File: src/rtl/status_pkg.sv
// Shared status encoding for the status code generator and the flag decoder.
package status_pkg;

    typedef logic [1:0] status_t;

    localparam logic [1:0] ST_IDLE = 2'd0;
    localparam logic [1:0] ST_BUSY = 2'd1;
    localparam logic [1:0] ST_WARN = 2'd2;
    localparam logic [1:0] ST_ERR  = 2'd3;

endpackage

File: src/rtl/status_code_gen_if.sv
// Status code handshake: producer drives code + valid, consumer returns ack.
interface status_code_gen_if;
    import status_pkg::*;

    status_t status;
    logic    status_vld;
    logic    status_ack;

    modport master (output status, output status_vld, input status_ack);
    modport slave  (input status, input status_vld, output status_ack);
endinterface

File: src/rtl/status_code_gen_hold_timer.sv
// hold_timer: loadable down-counter that keeps WARN alive for HOLD_CYCLES cycles.
// Load wins over clear; the count saturates at zero. active_c reflects the
// next count so the caller sees the level in the same cycle as the load.
module hold_timer #(
    parameter int unsigned HOLD_CYCLES = 4
) (
    input  logic clk,
    input  logic rst,
    input  logic load,
    input  logic clr,
    output logic active_c
);
    localparam int unsigned CW = $clog2(HOLD_CYCLES + 1);

    logic [CW-1:0] cnt_q;
    logic [CW-1:0] cnt_d;

    // Next count: load > clear > decrement-to-zero.
    always_comb begin
        cnt_d = cnt_q;
        if (load) begin
            cnt_d = CW'(HOLD_CYCLES);
        end else if (clr) begin
            cnt_d = '0;
        end else if (cnt_q != '0) begin
            cnt_d = cnt_q - CW'(1);
        end
        active_c = (cnt_d != '0);
    end

    // Count register.
    always_ff @(posedge clk) begin
        if (rst) begin
            cnt_q <= '0;
        end else begin
            cnt_q <= cnt_d;
        end
    end
endmodule

File: src/rtl/status_code_gen.sv
// status_code_gen: priority-encodes busy/warn/error events into a registered
// 2-bit status code and reports every change with a valid/ack handshake.
// Optional macro STATUS_ERR_COUNT_EN adds a saturating error-event counter.
module status_code_gen
    import status_pkg::*;
#(
    parameter int unsigned HOLD_CYCLES = 4,
    parameter int unsigned CNT_W       = 8
) (
    input  logic                clk,
    input  logic                rst,
    input  logic                evt_busy,
    input  logic                evt_warn,
    input  logic                evt_err,
    input  logic                clr,
    status_code_gen_if.master   stat
`ifdef STATUS_ERR_COUNT_EN
    ,
    output logic [CNT_W-1:0]    err_cnt
`endif
);
    if (HOLD_CYCLES < 1 || HOLD_CYCLES > 255 || CNT_W < 1) begin : g_bad_param
        $error("status_code_gen: HOLD_CYCLES must be 1..255 and CNT_W >= 1");
    end

    logic    err_sticky_q;
    logic    err_sticky_d;
    logic    warn_active_c;
    status_t level_c;
    status_t status_q;
    status_t status_d;
    logic    vld_q;
    logic    vld_d;

    hold_timer #(
        .HOLD_CYCLES (HOLD_CYCLES)
    ) u_hold_timer (
        .clk      (clk),
        .rst      (rst),
        .load     (evt_warn),
        .clr      (clr),
        .active_c (warn_active_c)
    );

    // Sticky error, level encoding and handshake next-state.
    always_comb begin
        err_sticky_d = err_sticky_q;
        status_d     = status_q;
        vld_d        = vld_q;

        if (evt_err) begin
            err_sticky_d = 1'b1;
        end else if (clr) begin
            err_sticky_d = 1'b0;
        end

        if (err_sticky_d) begin
            level_c = ST_ERR;
        end else if (warn_active_c) begin
            level_c = ST_WARN;
        end else if (evt_busy) begin
            level_c = ST_BUSY;
        end else begin
            level_c = ST_IDLE;
        end

        // Only update when the consumer has seen the current code.
        if (!vld_q || stat.status_ack) begin
            if (level_c != status_q) begin
                status_d = level_c;
                vld_d    = 1'b1;
            end else begin
                vld_d    = 1'b0;
            end
        end
    end

    // State registers.
    always_ff @(posedge clk) begin
        if (rst) begin
            err_sticky_q <= 1'b0;
            status_q     <= ST_IDLE;
            vld_q        <= 1'b0;
        end else begin
            err_sticky_q <= err_sticky_d;
            status_q     <= status_d;
            vld_q        <= vld_d;
        end
    end

    assign stat.status     = status_q;
    assign stat.status_vld = vld_q;

`ifdef STATUS_ERR_COUNT_EN
    logic             evt_err_q;
    logic             err_rise_c;
    logic [CNT_W-1:0] err_cnt_d;

    // Count rising edges of evt_err; clear takes the same-cycle edge into account.
    always_comb begin
        err_rise_c = evt_err & ~evt_err_q;
        err_cnt_d  = err_cnt;
        if (clr) begin
            err_cnt_d = err_rise_c ? CNT_W'(1) : '0;
        end else if (err_rise_c && (err_cnt != '1)) begin
            err_cnt_d = err_cnt + CNT_W'(1);
        end
    end

    // Edge-detect and counter registers.
    always_ff @(posedge clk) begin
        if (rst) begin
            evt_err_q <= 1'b0;
            err_cnt   <= '0;
        end else begin
            evt_err_q <= evt_err;
            err_cnt   <= err_cnt_d;
        end
    end
`endif
endmodule

File: src/flat_wrapper.sv
// flat-port wrapper written by rule: the top's interface ports become plain ports
module status_code_gen_flat import status_pkg::*;
#(
    parameter int unsigned HOLD_CYCLES = 4,
    parameter int unsigned CNT_W       = 8
)
  (clk, rst, evt_busy, evt_warn, evt_err, clr, stat_status, stat_status_vld, stat_status_ack);
  status_code_gen_if stat_i ();
  input  logic clk;
  input  logic rst;
  input  logic evt_busy;
  input  logic evt_warn;
  input  logic evt_err;
  input  logic clr;
  output wire logic [$bits(stat_i.status)-1:0] stat_status;
  output wire logic [$bits(stat_i.status_vld)-1:0] stat_status_vld;
  input wire logic [$bits(stat_i.status_ack)-1:0] stat_status_ack;
  assign stat_status = stat_i.status;
  assign stat_status_vld = stat_i.status_vld;
  assign stat_i.status_ack = stat_status_ack;
  status_code_gen #(.HOLD_CYCLES(HOLD_CYCLES), .CNT_W(CNT_W)) u_core (.clk(clk), .rst(rst), .evt_busy(evt_busy), .evt_warn(evt_warn), .evt_err(evt_err), .clr(clr), .stat(stat_i));
endmodule
File: config.mk
export PLATFORM = sky130hd
export DESIGN_NAME = status_code_gen_flat
export DESIGN_NICKNAME = d
export VERILOG_FILES = /design/src/rtl/status_pkg.sv /design/src/rtl/status_code_gen_if.sv /design/src/rtl/status_code_gen_hold_timer.sv /design/src/rtl/status_code_gen.sv /design/src/flat_wrapper.sv
export SDC_FILE = /design/constraint.sdc
export NUM_CORES = 1
export LEC_CHECK = 0
export ABC_AREA = 1
export ABC_CLOCK_PERIOD_IN_PS = 2100
export BUFFER_PORTS_ARGS = -buffer_cell sky130_fd_sc_hd__buf_2
export CORE_AREA = 5 5 42 44
export CTS_BUF_LIST = sky130_fd_sc_hd__clkbuf_16
export DETAILED_ROUTE_END_ITERATION = 16
export DIE_AREA = 0 0 47 49
export GPL_TIMING_DRIVEN = 0
export SLEW_MARGIN = 20
export SYNTH_ARGS = -nofsm -noshare
export SYNTH_HDL_FRONTEND = slang
export SYNTH_SLANG_ARGS = --single-unit
File: constraint.sdc
create_clock -name clk -period 2.1 [get_ports clk]
set_input_delay 0.42 -clock clk [delete_from_list [all_inputs] [get_ports clk]]
set_output_delay 0.42 -clock clk [all_outputs]
set_load 0.05 [all_outputs]
==> run summary, run 1 <==
After layout, the worst setup slack is 0.527 ns. Entering global routing, the biggest net connects 7 pins. The run gives 2300 um^2 as the overall die area. In the layout the commonest cells are 13 x sky130_fd_sc_hd__inv_1, 13 x sky130_fd_sc_hd__nand2_1, 9 x sky130_fd_sc_hd__nor2_1, 9 x sky130_fd_sc_hd__buf_2. At the placement stage, the worst setup path has a slack of 0.541 ns.

Along the worst path, the maximum fanout reaches 3. The type of the worst setup path was flop to flop. The share of the synthesized area in the top cell type works out to 0.353.

IR analysis of the VDD net gives a maximum drop of 0.506 mV. During I/O placement, the number of pins put on the boundary was 10. The number of gates resized after CTS was 0. Across the routed clock network, the largest skew measured is 0.00137 ns. The x dimension of the die was 47 um; the post-synthesis average cell area was 6.61 um^2.

0 antenna diodes ended up in the layout. After clock tree synthesis, the clock-pin slew on the worst setup and hold paths is 0.04 ns. Yosys printed 0 warnings. Ranked by total cell area, the synthesized netlist is headed by sky130_fd_sc_hd__dfxtp_1 35%, sky130_fd_sc_hd__nand2_1 12%, sky130_fd_sc_hd__inv_1 11%. Before antenna repair, the detailed router went through 3 iterations.

Average detailed-routed wire length per instance: 8.49 um. The flow ran to the end, and the final reports show no timing, DRC or antenna violations. The number of hold buffers added after CTS was 0. Clock root buffer: sky130_fd_sc_hd__clkbuf_16.

Counting along the longest clock path gives a buffer depth of 2. For this run the aggregate overflow at the end of global routing stands at 0. For the final routed database, the setup TNS stands at 0 ns.

The logs give 0 for the post-CTS setup buffer count and 370 for the number of global-route vias before repair. The tools report the total of max-cap violations as 0. Relative to the synthesized area, the layout overhead comes to 36.3%.

Number of buffer cells added on primary ports: 9. STA classifies the critical path startpoint as a flop. The H-tree level count was 1; the number of cells on the worst hold path was 2. For the starting utilization of the core area, the log shows 0.283.

The type of the worst min-delay path is input pin to flop. Counting every net in the synthesized netlist gives 69. The run gives 0.796 as the max-slew headroom at the worst pin. The detailed router finished its first iteration with 5 violations. The transition time at the pin with the least slew margin was 0.305 ns; the number of clock sinks was 7. Data arrives at the worst endpoint at 1.70 ns.

The number of cells on the worst reg-to-reg path is 14. In the final design database the tool counted 83 nets. The first global-routing pass estimated 1.35 mm of wire. The global-route usage over all layers was 0.0818; the final wirelength was 756 um. The synthesized design contains 7 register bits. For this block, the via count after detailed routing is 382. The logs give 0 for the remaining antenna violation count after routing and 152 for the number of filler cells placed in the layout. The via density per instance works out to 4.29. Endpoint kind of the worst setup timing path: a flop.

The final critical delay including setup and external delays was 1.57 ns; the total clock buffers created by CTS was 3. Data on the critical path is required at its endpoint by 2.22 ns. The wire-length estimate of the detail-placed layout is 607 um. The area of the core is 1400 um^2.

The number of antenna violations at the first check in global routing is 0. The final setup violation count is 0. Setup repair after global routing left no endpoint under its margin.

The run gives 0 as the final hold violation count. The tools report the floorplan row count as 14. The run gives 0 as the number of remaining DRC errors. For the worst-skew pair, the clock arrives at the later sink with an insertion delay of 0.23 ns. The mapped netlist covers 397 um^2. Routability-driven placement finished with a final weighted congestion of 0.673. The die outline height works out to 49 um. The share of post-route cells with drive strength above 1 works out to 0.247.

The logs give 0 for the final-report max-slew violation count and 636 MHz for the maximum achievable frequency. TritonCTS built the clock tree. The analysis attributes to cell leakage a power of 0.299 nW. After synthesis, the netlist uses 14 different library cells.

The power density of the placed cells came out at 1010 nW/um^2. The cell accounting for the most synthesized area was sky130_fd_sc_hd__dfxtp_1. Share of the cycle needed by the critical path after routing: 0.749.

The synthesized netlist cell count is 60. The fraction of the yosys area taken by sequential cells came out at 0.353.
## worst paths after layout
check                               start                            to  slack, ns
max          u_core.u_hold_timer.cnt_q[0]        u_core.stat.status_vld       0.53
min                                   rst  u_core.u_hold_timer.cnt_q[0]       0.43
max reg2reg  u_core.u_hold_timer.cnt_q[0]        u_core.stat.status_vld       0.53
min reg2reg           u_core.err_sticky_q           u_core.err_sticky_q       0.53
## per-layer routing
metal / GRT usage / share of wire
met5: 0 / 0
met4: 0.0691 / 0.013
met3: 0.0258 / 0.052
met2: 0.133 / 0.54
met1: 0.0773 / 0.39
## cells in the mapped netlist
cell                       number
sky130_fd_sc_hd__o21bai_1       1
sky130_fd_sc_hd__nand4_1        1
sky130_fd_sc_hd__nand2_2        3
sky130_fd_sc_hd__mux2i_1        1
sky130_fd_sc_hd__inv_2          1
sky130_fd_sc_hd__nor2_2         1
sky130_fd_sc_hd__inv_1         12
sky130_fd_sc_hd__nand3_1        7
sky130_fd_sc_hd__nor2_1         9
sky130_fd_sc_hd__o211ai_1       1
sky130_fd_sc_hd__a21oi_2        1
sky130_fd_sc_hd__dfxtp_1        7
sky130_fd_sc_hd__ha_1           2
sky130_fd_sc_hd__nand2_1       13
## report_power, final
group	internal (W)	switching (W)
logic	0.0000280	0.0000571
registers	0.000143	0.00000543
clock network	0.000247	0.0000665
total	0.000418	0.000129
## cell families after synthesis
family / after synthesis / synth area share
compound gates: 3 / 0.0600
fa+ha+maj: 2 / 0.0631
buf+inv: 13 / 0.123
mux: 1 / 0.0252
simple gates: 34 / 0.375
flops: 7 / 0.353
## cell type report
type	instances	area, um^2	area share
Tap cell	16	20.0	0.0370
Clock buffer	3	75.1	0.139
Timing Repair Buffer	9	45.0	0.0833
Sequential cell	7	140	0.259
Multi-Input combinational cell	40	208	0.384
Inverter	13	48.8	0.0903
Clock inverter	1	3.75	0.00694
## sequential cells by signal (all words and copies together) (netlist names)
name and flops:
u_core.err_sticky_q 1, u_core.stat.status_vld 1, u_core.u_hold_timer.cnt_q 3, u_core.stat.status 2
## worst max-delay path, cell delays in order, from the launching register on
cell	delay, ns
sky130_fd_sc_hd__dfxtp_1	0.32
sky130_fd_sc_hd__inv_1	0.07
sky130_fd_sc_hd__ha_1	0.24
sky130_fd_sc_hd__nand2_2	0.10
sky130_fd_sc_hd__nand2_1	0.05
sky130_fd_sc_hd__nand3_1	0.11
sky130_fd_sc_hd__nand2_1	0.08
sky130_fd_sc_hd__nor2_2	0.11
sky130_fd_sc_hd__nand2_1	0.07
sky130_fd_sc_hd__nand2_1	0.07
sky130_fd_sc_hd__nand2_1	0.05
sky130_fd_sc_hd__inv_1	0.04
sky130_fd_sc_hd__nand3_1	0.07
sky130_fd_sc_hd__nand2_1	0.06
sky130_fd_sc_hd__inv_1	0.03
## metrics by stage
stage,instances,hold slack [ns],area (um^2),util,power [W]
3_3_place_gp,85,0.495,462,0.329,0.000235
2_1_floorplan,60,0.475,397,-,0.000215
3_5_place_dp,85,0.515,462,0.329,0.000236
6_report,89,0.434,541,0.386,0.000547
5_1_grt,89,0.449,541,0.386,0.000576
4_1_cts,89,0.435,541,0.386,0.000556
(Power assumes the default switching activity.)
==> run 2: changes to the inputs <==
ABC_CLOCK_PERIOD_IN_PS = 1470   (was 2100)
clock period = 1.47 ns   (was 2.1 ns; I/O delays follow)
==> run summary, run 2 (synthesized netlist as in run 1, its figures left out) <==
The post-DP HPWL was 607 um (unchanged). The tools report the end of the worst register-to-register path as u_core.stat.status_vld. X dimension of the die: 47 um (unchanged).

The leftover overflow at the end of global routing is 0 (unchanged). The top cell types in the final layout, fill and taps aside, are 10 x sky130_fd_sc_hd__nand2_1, 10 x sky130_fd_sc_hd__inv_1, 9 x sky130_fd_sc_hd__buf_2. The via density per instance is 4.38 (+2.2%). The leakage power was 0.317 nW (+6.0%). More flip-flops sit in one register than any other, and that register is u_core.u_hold_timer.cnt_q. The logs give 0 (unchanged) for the number of buffers added to fix hold violations after cts and 0 (unchanged) for the final-report max-slew violation count. For the first-pass GRT wire length, the log shows 1.45 mm (+7.2%). The area of the core is 1400 um^2 (unchanged), and the global-route usage over all layers is 0.0874 (+0.00564). The worst reg2reg path startpoint is u_core.u_hold_timer.cnt_q[0].

The arrival time reported for the critical path endpoint is 1.58 ns (-0.12 ns), and the required time at the worst-slack endpoint is 1.60 ns (-0.62 ns). The run gives 0 (unchanged) as the final setup violation count. The logs give 0 (unchanged) for the total of max-cap violations and 0.557 (-0.016) for the portion of total power attributed to the clock network. The tools report the sort of element at the start of the critical path as a flop. The tools report the pin count of the biggest net entering global routing as 7 (unchanged). The number of nets at the end of the flow was 85 (+2.4%). The floorplan row count came out at 14 (unchanged). The final antenna diode count is 0 (unchanged). The most critical setup path has its startpoint at u_core.u_hold_timer.cnt_q[0].

Worst-case register-to-register setup slack: 0.01 ns (-0.52 ns). Type of the worst setup path: flop to flop. The final hold violation count was 0 (unchanged); the number of cells on the worst hold path was 2 (unchanged). The switching component of the power is 0.000197 W (+52%). CTS placed an instance of sky130_fd_sc_hd__clkbuf_16 at the clock tree root. The logs give 0.788 (-0.00805) for the max-slew headroom at the worst pin and 0 (unchanged) for the number of remaining DRC errors.

The maximum net fanout on the critical path works out to 3 (unchanged). Average detailed-routed wire length per instance: 9.35 um (+10%). The share of post-route cells with drive strength above 1 is 0.453 (+0.207), and the overall die area is 2300 um^2 (unchanged). The total vias in the final route is 399 (+4.5%). Routability congestion estimate: 0.673 (unchanged). The endpoint kind of the worst setup timing path was a flop. TritonCTS built the clock tree. Number of cells on the worst reg-to-reg path: 12 (-2). The internal power came out at 0.000609 W (+46%). Post-placement setup slack: -0.0891 ns (-0.630 ns). The type of the worst min-delay path was input pin to flop.

The share of the cycle needed by the critical path after routing is 0.993 (+0.243). The logs give 0.23 ns (about the same) for the clock network latency to the later pin of the worst-skew pair and 851 um (+13%) for the final wirelength. The transition time at the pin with the least slew margin works out to 0.317 ns (+0.0120 ns). The worst clock skew is 0.000683 ns (-0.000684 ns), and the H-tree level count is 1 (unchanged). The run gives 395 (+6.8%) as the number of global-route vias before repair. Die outline height: 49 um (unchanged). The number of buffer cells added on primary ports is 9 (unchanged), and the starting utilization of the core area is 0.283 (unchanged). The post-CTS clock slew at the launch and capture registers of the worst setup and hold paths came out at 0.03 ns (about the same).

The logs give 0 (unchanged) for the remaining antenna violation count after routing and 0.442 (+0.0563) for the fraction of the core area covered by cells at the end of the flow. The combinational power share was 0.177 (+0.022). For the number of clock sinks, the log shows 7 (unchanged). The worst ir drop on vdd is 0.740 mV (+46%), and the first-pass iteration count of the detailed router is 3 (unchanged).

The number of filler cells placed in the layout is 147 (-3.3%). The power density of the placed cells was 1300 nW/um^2 (+29%). The number of antenna violations at the first check in global routing was 0 (unchanged). Setup repair after global routing could not meet its margin everywhere.

The logs give 0.0110 ns (-0.516 ns) for the post-layout worst setup margin and 685 MHz (+7.8%) for the maximum achievable frequency. The flow ran to the end, and the final reports show no timing, DRC or antenna violations. The sequential share of power was 0.265 (-0.007).

I/O pin total: 10 (unchanged). The final critical delay including setup and external delays is 1.46 ns (-0.114 ns), and the relative area change from synthesis to final layout is 56.2%. The fraction of power spent switching nets is 0.244 (+0.00827), and the flip-flop count of the largest register, all copies and words added is 3 (unchanged). The clock tree buffer depth is 2 (unchanged), and the number of DRC violations after detailed-routing iteration 0 is 3 (-2).

The most critical setup path has its endpoint at u_core.stat.status_vld. For the total clock buffers created by CTS, the log shows 3 (unchanged).
## run 2: layer usage
layer,track usage,vias to the layer above,routed length [um]
met4,0.0691,0,24
met2,0.147,7,460
met3,0.0258,4,41
met1,0.0817,177,325
li1,-,211,-
met5,0,-,0
## run 2: area by class of cell
class | instances | area, um^2 | area share
inverter | 13 | 53.8 | 0.0869
tap | 16 | 20.0 | 0.0323
multi-input combinational | 40 | 260 | 0.420
clock buffer | 3 | 75.1 | 0.121
sequential | 7 | 143 | 0.230
clock inverter | 1 | 3.75 | 0.00606
timing repair buffer | 11 | 63.8 | 0.103
## run 2: stage by stage
| step | power, W | hold slack [ns] | instances | cell area [um^2] | setup TNS, ns |
|---|---|---|---|---|---|
| floorplan | 0.000308 | 0.366 | 60 | 397 | 0 |
| global placement | 0.000336 | 0.495 | 85 | 462 | -0.0607 |
| detailed placement | 0.000338 | 0.515 | 85 | 462 | -0.0891 |
| CTS | 0.000803 | 0.296 | 91 | 573 | -0.0230 |
| global route | 0.000846 | 0.308 | 91 | 619 | -0.206 |
| finish | 0.000806 | 0.295 | 91 | 619 | 0 |
## run 2: how the worst min path moves through the flow
| stage | from | slack, ns | endpoint |
|---|---|---|---|
| after global routing | rst | 0.31 | u_core.u_hold_timer.cnt_q[1] |
| after detailed placement | u_core.err_sticky_q | 0.51 | u_core.err_sticky_q |
| after floorplan | rst | 0.37 | u_core.err_sticky_q |
| after global placement | u_core.err_sticky_q | 0.49 | u_core.err_sticky_q |
| after CTS | rst | 0.30 | u_core.u_hold_timer.cnt_q[1] |
| final | rst | 0.30 | u_core.u_hold_timer.cnt_q[1] |
## run 2: what timing repair did
item,4_1_cts,5_1_grt
gates resized for setup,8,12
endpoints found under the setup margin,1,3
pin swaps,4,11
buffers inserted,2,0
## run 2: critical path: stages (launching register included)
cell	delay (ns)
sky130_fd_sc_hd__dfxtp_2	0.34
sky130_fd_sc_hd__inv_4	0.05
sky130_fd_sc_hd__ha_4	0.26
sky130_fd_sc_hd__nand2_2	0.05
sky130_fd_sc_hd__nand3_2	0.09
sky130_fd_sc_hd__buf_6	0.10
sky130_fd_sc_hd__nand4_1	0.10
sky130_fd_sc_hd__nand2_1	0.10
sky130_fd_sc_hd__nand2_1	0.05
sky130_fd_sc_hd__nand2_1	0.06
sky130_fd_sc_hd__nand3_1	0.06
sky130_fd_sc_hd__nand2_1	0.07
sky130_fd_sc_hd__inv_1	0.03
## run 2: power groups by stage
stage,registers [W],logic (W),clock network (W)
floorplan,0.000243,0.0000645,0
global placement,0.000215,0.000121,0
detailed placement,0.000216,0.000122,0
CTS,0.000213,0.000131,0.000459
global route,0.000216,0.000158,0.000472
finish,0.000214,0.000143,0.000449
==> run 3: changes to the inputs <==
GPL_TIMING_DRIVEN = not set   (was 0)
==> run summary, run 3 (synthesized netlist as in run 1, its figures left out) <==
The fraction of power spent switching nets is 0.245 (+0.000671). Combinational power share: 0.196 (+0.019). The maximum achievable frequency was 688 MHz (+0.44%). The tools report the starting utilization of the core area as 0.283 (unchanged).

Final critical delay including setup and external delays: 1.45 ns (-0.00634 ns). The flow ran to the end, and the final reports show no timing, DRC or antenna violations. Maximum net fanout on the critical path: 3 (unchanged).

Internal power: 0.000622 W (+2.1%). The type of the worst setup path was flop to flop. The logs give 0 (unchanged) for the remaining antenna violation count after routing and 416 (+4.3%) for the total vias in the final route. The overall die area is 2300 um^2 (unchanged). The I/O pin total is 10 (unchanged), and the via density per instance is 4.29 (-2.2%). The number of global-route vias before repair was 404 (+2.3%). The global routing usage on met3 is 0.0221 (-0.00369), and the number of antenna violations at the first check in global routing is 0 (unchanged). The final setup violation count came out at 0 (unchanged). The required time at the worst-slack endpoint came out at 1.59 ns (about the same). The most common cell after layout, fill and taps aside is sky130_fd_sc_hd__inv_1.

The total clock buffers created by CTS came out at 3 (unchanged). More flip-flops sit in one register than any other, and that register is u_core.u_hold_timer.cnt_q. The H-tree level count came out at 1 (unchanged). The fraction of the core area covered by cells at the end of the flow was 0.474 (+0.0321); the die outline height was 49 um (unchanged). The clock tree buffer depth came out at 2 (unchanged). STA classifies the critical path startpoint as a flop. The transition time at the pin with the least slew margin is 0.298 ns (-0.0189 ns). The root buffer cell chosen for the clock tree is sky130_fd_sc_hd__clkbuf_16. The area of the core is 1400 um^2 (unchanged). The global-route usage over all layers came out at 0.0903 (+0.00288). The worst clock skew is 0.000357 ns (-0.000325 ns). Number of DRC violations after detailed-routing iteration 0: 3 (unchanged). The layer with the highest usage was met2. The power density of the placed cells is 1240 nW/um^2 (-4.8%), and the x dimension of the die is 47 um (unchanged).

The area taken by flip-flops and latches is 141 um^2 (-0.88%). Share of the cycle needed by the critical path after routing: 0.988 (-0.00431). Setup repair after global routing could not meet its margin everywhere. The logs give 0 (unchanged) for the final hold violation count and 1.50 mm (+3.8%) for the first-pass GRT wire length. The total power consumption of the routed design was 0.000824 W (+2.2%); the portion of total power attributed to the clock network was 0.544 (-0.013). The number of remaining DRC errors came out at 0 (unchanged). Final-report max-slew violation count: 0 (unchanged). The number of buffer cells added on primary ports came out at 9 (unchanged).

The first-pass iteration count of the detailed router is 2 (-1). The clock network latency to the later pin of the worst-skew pair was 0.23 ns (about the same); the number of filler cells placed in the layout was 154 (+4.8%). The logs give 0.000202 W (+2.4%) for the switching component of the power and 0.697 mV (-5.8%) for the worst ir drop on vdd. The number of nets at the end of the flow came out at 91 (+7.1%). Endpoint kind of the worst setup timing path: a flop. The footprint of the multi-input gates is 268 um^2 (+2.9%), and the met1 routing resource usage after global routing is 0.0907 (+0.00903). The max-slew headroom at the worst pin is 0.800 (+0.0126), and the post-DP HPWL is 631 um (+3.8%).

For the final antenna diode count, the log shows 0 (unchanged). From synthesis to final layout, the design area changed by 67.5%. The tools report the met2 usage as 0.149 (+0.00226). The share of post-route cells with drive strength above 1 works out to 0.494 (+0.0405). The logs give 0 (unchanged) for the leftover overflow at the end of global routing and 14 (unchanged) for the floorplan row count.

Sequential share of power: 0.260 (-0.005). The routability congestion estimate is 0.676 (+0.40%). The total of max-cap violations was 0 (unchanged); the post-CTS clock slew at the launch and capture registers of the worst setup and hold paths was 0.03 ns (about the same). TritonCTS built the clock tree.

The average detailed-routed wire length per instance was 9.51 um (+1.6%); the pin count of the biggest net entering global routing was 7 (unchanged). The run gives 7 (unchanged) as the number of clock sinks. The flip-flop count of the largest register, all copies and words added is 3 (unchanged), and the arrival time reported for the critical path endpoint is 1.58 ns (about the same).

The worst hold path belongs to the class input pin to flop. In the layout the commonest cells are 10 x sky130_fd_sc_hd__inv_1, 9 x sky130_fd_sc_hd__nand2_1, 9 x sky130_fd_sc_hd__buf_2. The leakage power is 0.345 nW (+8.6%). Final wirelength: 922 um (+8.3%). The sum of negative setup slack was 0 ns (unchanged).
-- run 3: routing by layer --
| layer | routed length (um) | up-vias |
|---|---|---|
| li1 | - | 225 |
| met1 | 360 | 180 |
| met2 | 502 | 7 |
| met3 | 33 | 4 |
| met4 | 25 | 0 |
| met5 | 0 | - |
-- run 3: path summary, 6_finish.rpt --
| path | startpoint | to | slack (ns) | depth (start not counted) |
|---|---|---|---|---|
| max | u_core.u_hold_timer.cnt_q[0] | u_core.stat.status_vld | 0.02 | 13 |
| min | rst | u_core.u_hold_timer.cnt_q[1] | 0.31 | 2 |
| max reg2reg | u_core.u_hold_timer.cnt_q[0] | u_core.stat.status_vld | 0.02 | 13 |
| min reg2reg | u_core.err_sticky_q | u_core.err_sticky_q | 0.51 | 2 |
-- run 3: repair_timing --
item | CTS | global route
hold buffers | 0 | 0
pin swaps | 6 | 12
gates resized for setup | 12 | 7
setup buffers | 3 | 3
endpoints found under the hold margin | 0 | 0
endpoints found under the setup margin | 1 | 2
-- run 3: final cells by class --
type | instances | share of cell area
sequential | 7 | 0.213
timing repair buffer | 17 | 0.158
clock inverter | 1 | 0.00565
clock buffer | 3 | 0.113
tap | 16 | 0.0301
inverter | 13 | 0.0772
multi-input combinational | 40 | 0.403
-- run 3: metrics by stage --
stage	cells	hold slack, ns	cell area (um^2)	setup WS, ns
global route	97	0.320	664	-0.119
detailed placement	87	0.502	477	-0.0679
floorplan	60	0.366	397	0.0560
finish	97	0.306	664	0.0174
CTS	94	0.297	619	-0.00711
global placement	87	0.499	477	-0.0366
-- run 3: worst max-delay path, cell delays in order, from the launching register on --
cell	delay [ns]
sky130_fd_sc_hd__dfxtp_2	0.34
sky130_fd_sc_hd__inv_4	0.05
sky130_fd_sc_hd__ha_4	0.25
sky130_fd_sc_hd__nand2_1	0.05
sky130_fd_sc_hd__nand3_2	0.08
sky130_fd_sc_hd__nand2_2	0.07
sky130_fd_sc_hd__nor2_4	0.12
sky130_fd_sc_hd__nand2_2	0.06
sky130_fd_sc_hd__nand2_1	0.07
sky130_fd_sc_hd__nand2_1	0.04
sky130_fd_sc_hd__inv_1	0.04
sky130_fd_sc_hd__nand3_1	0.07
sky130_fd_sc_hd__nand2_1	0.06
sky130_fd_sc_hd__inv_1	0.03
-- run 3: power groups by stage --
stage / clock [W] / combinational [W] / sequential (W)
3_5_place_dp: 0 / 0.000127 / 0.000216
4_1_cts: 0.000454 / 0.000144 / 0.000214
6_report: 0.000448 / 0.000162 / 0.000214
5_1_grt: 0.000473 / 0.000179 / 0.000216
3_3_place_gp: 0 / 0.000126 / 0.000215
2_1_floorplan: 0 / 0.0000645 / 0.000243
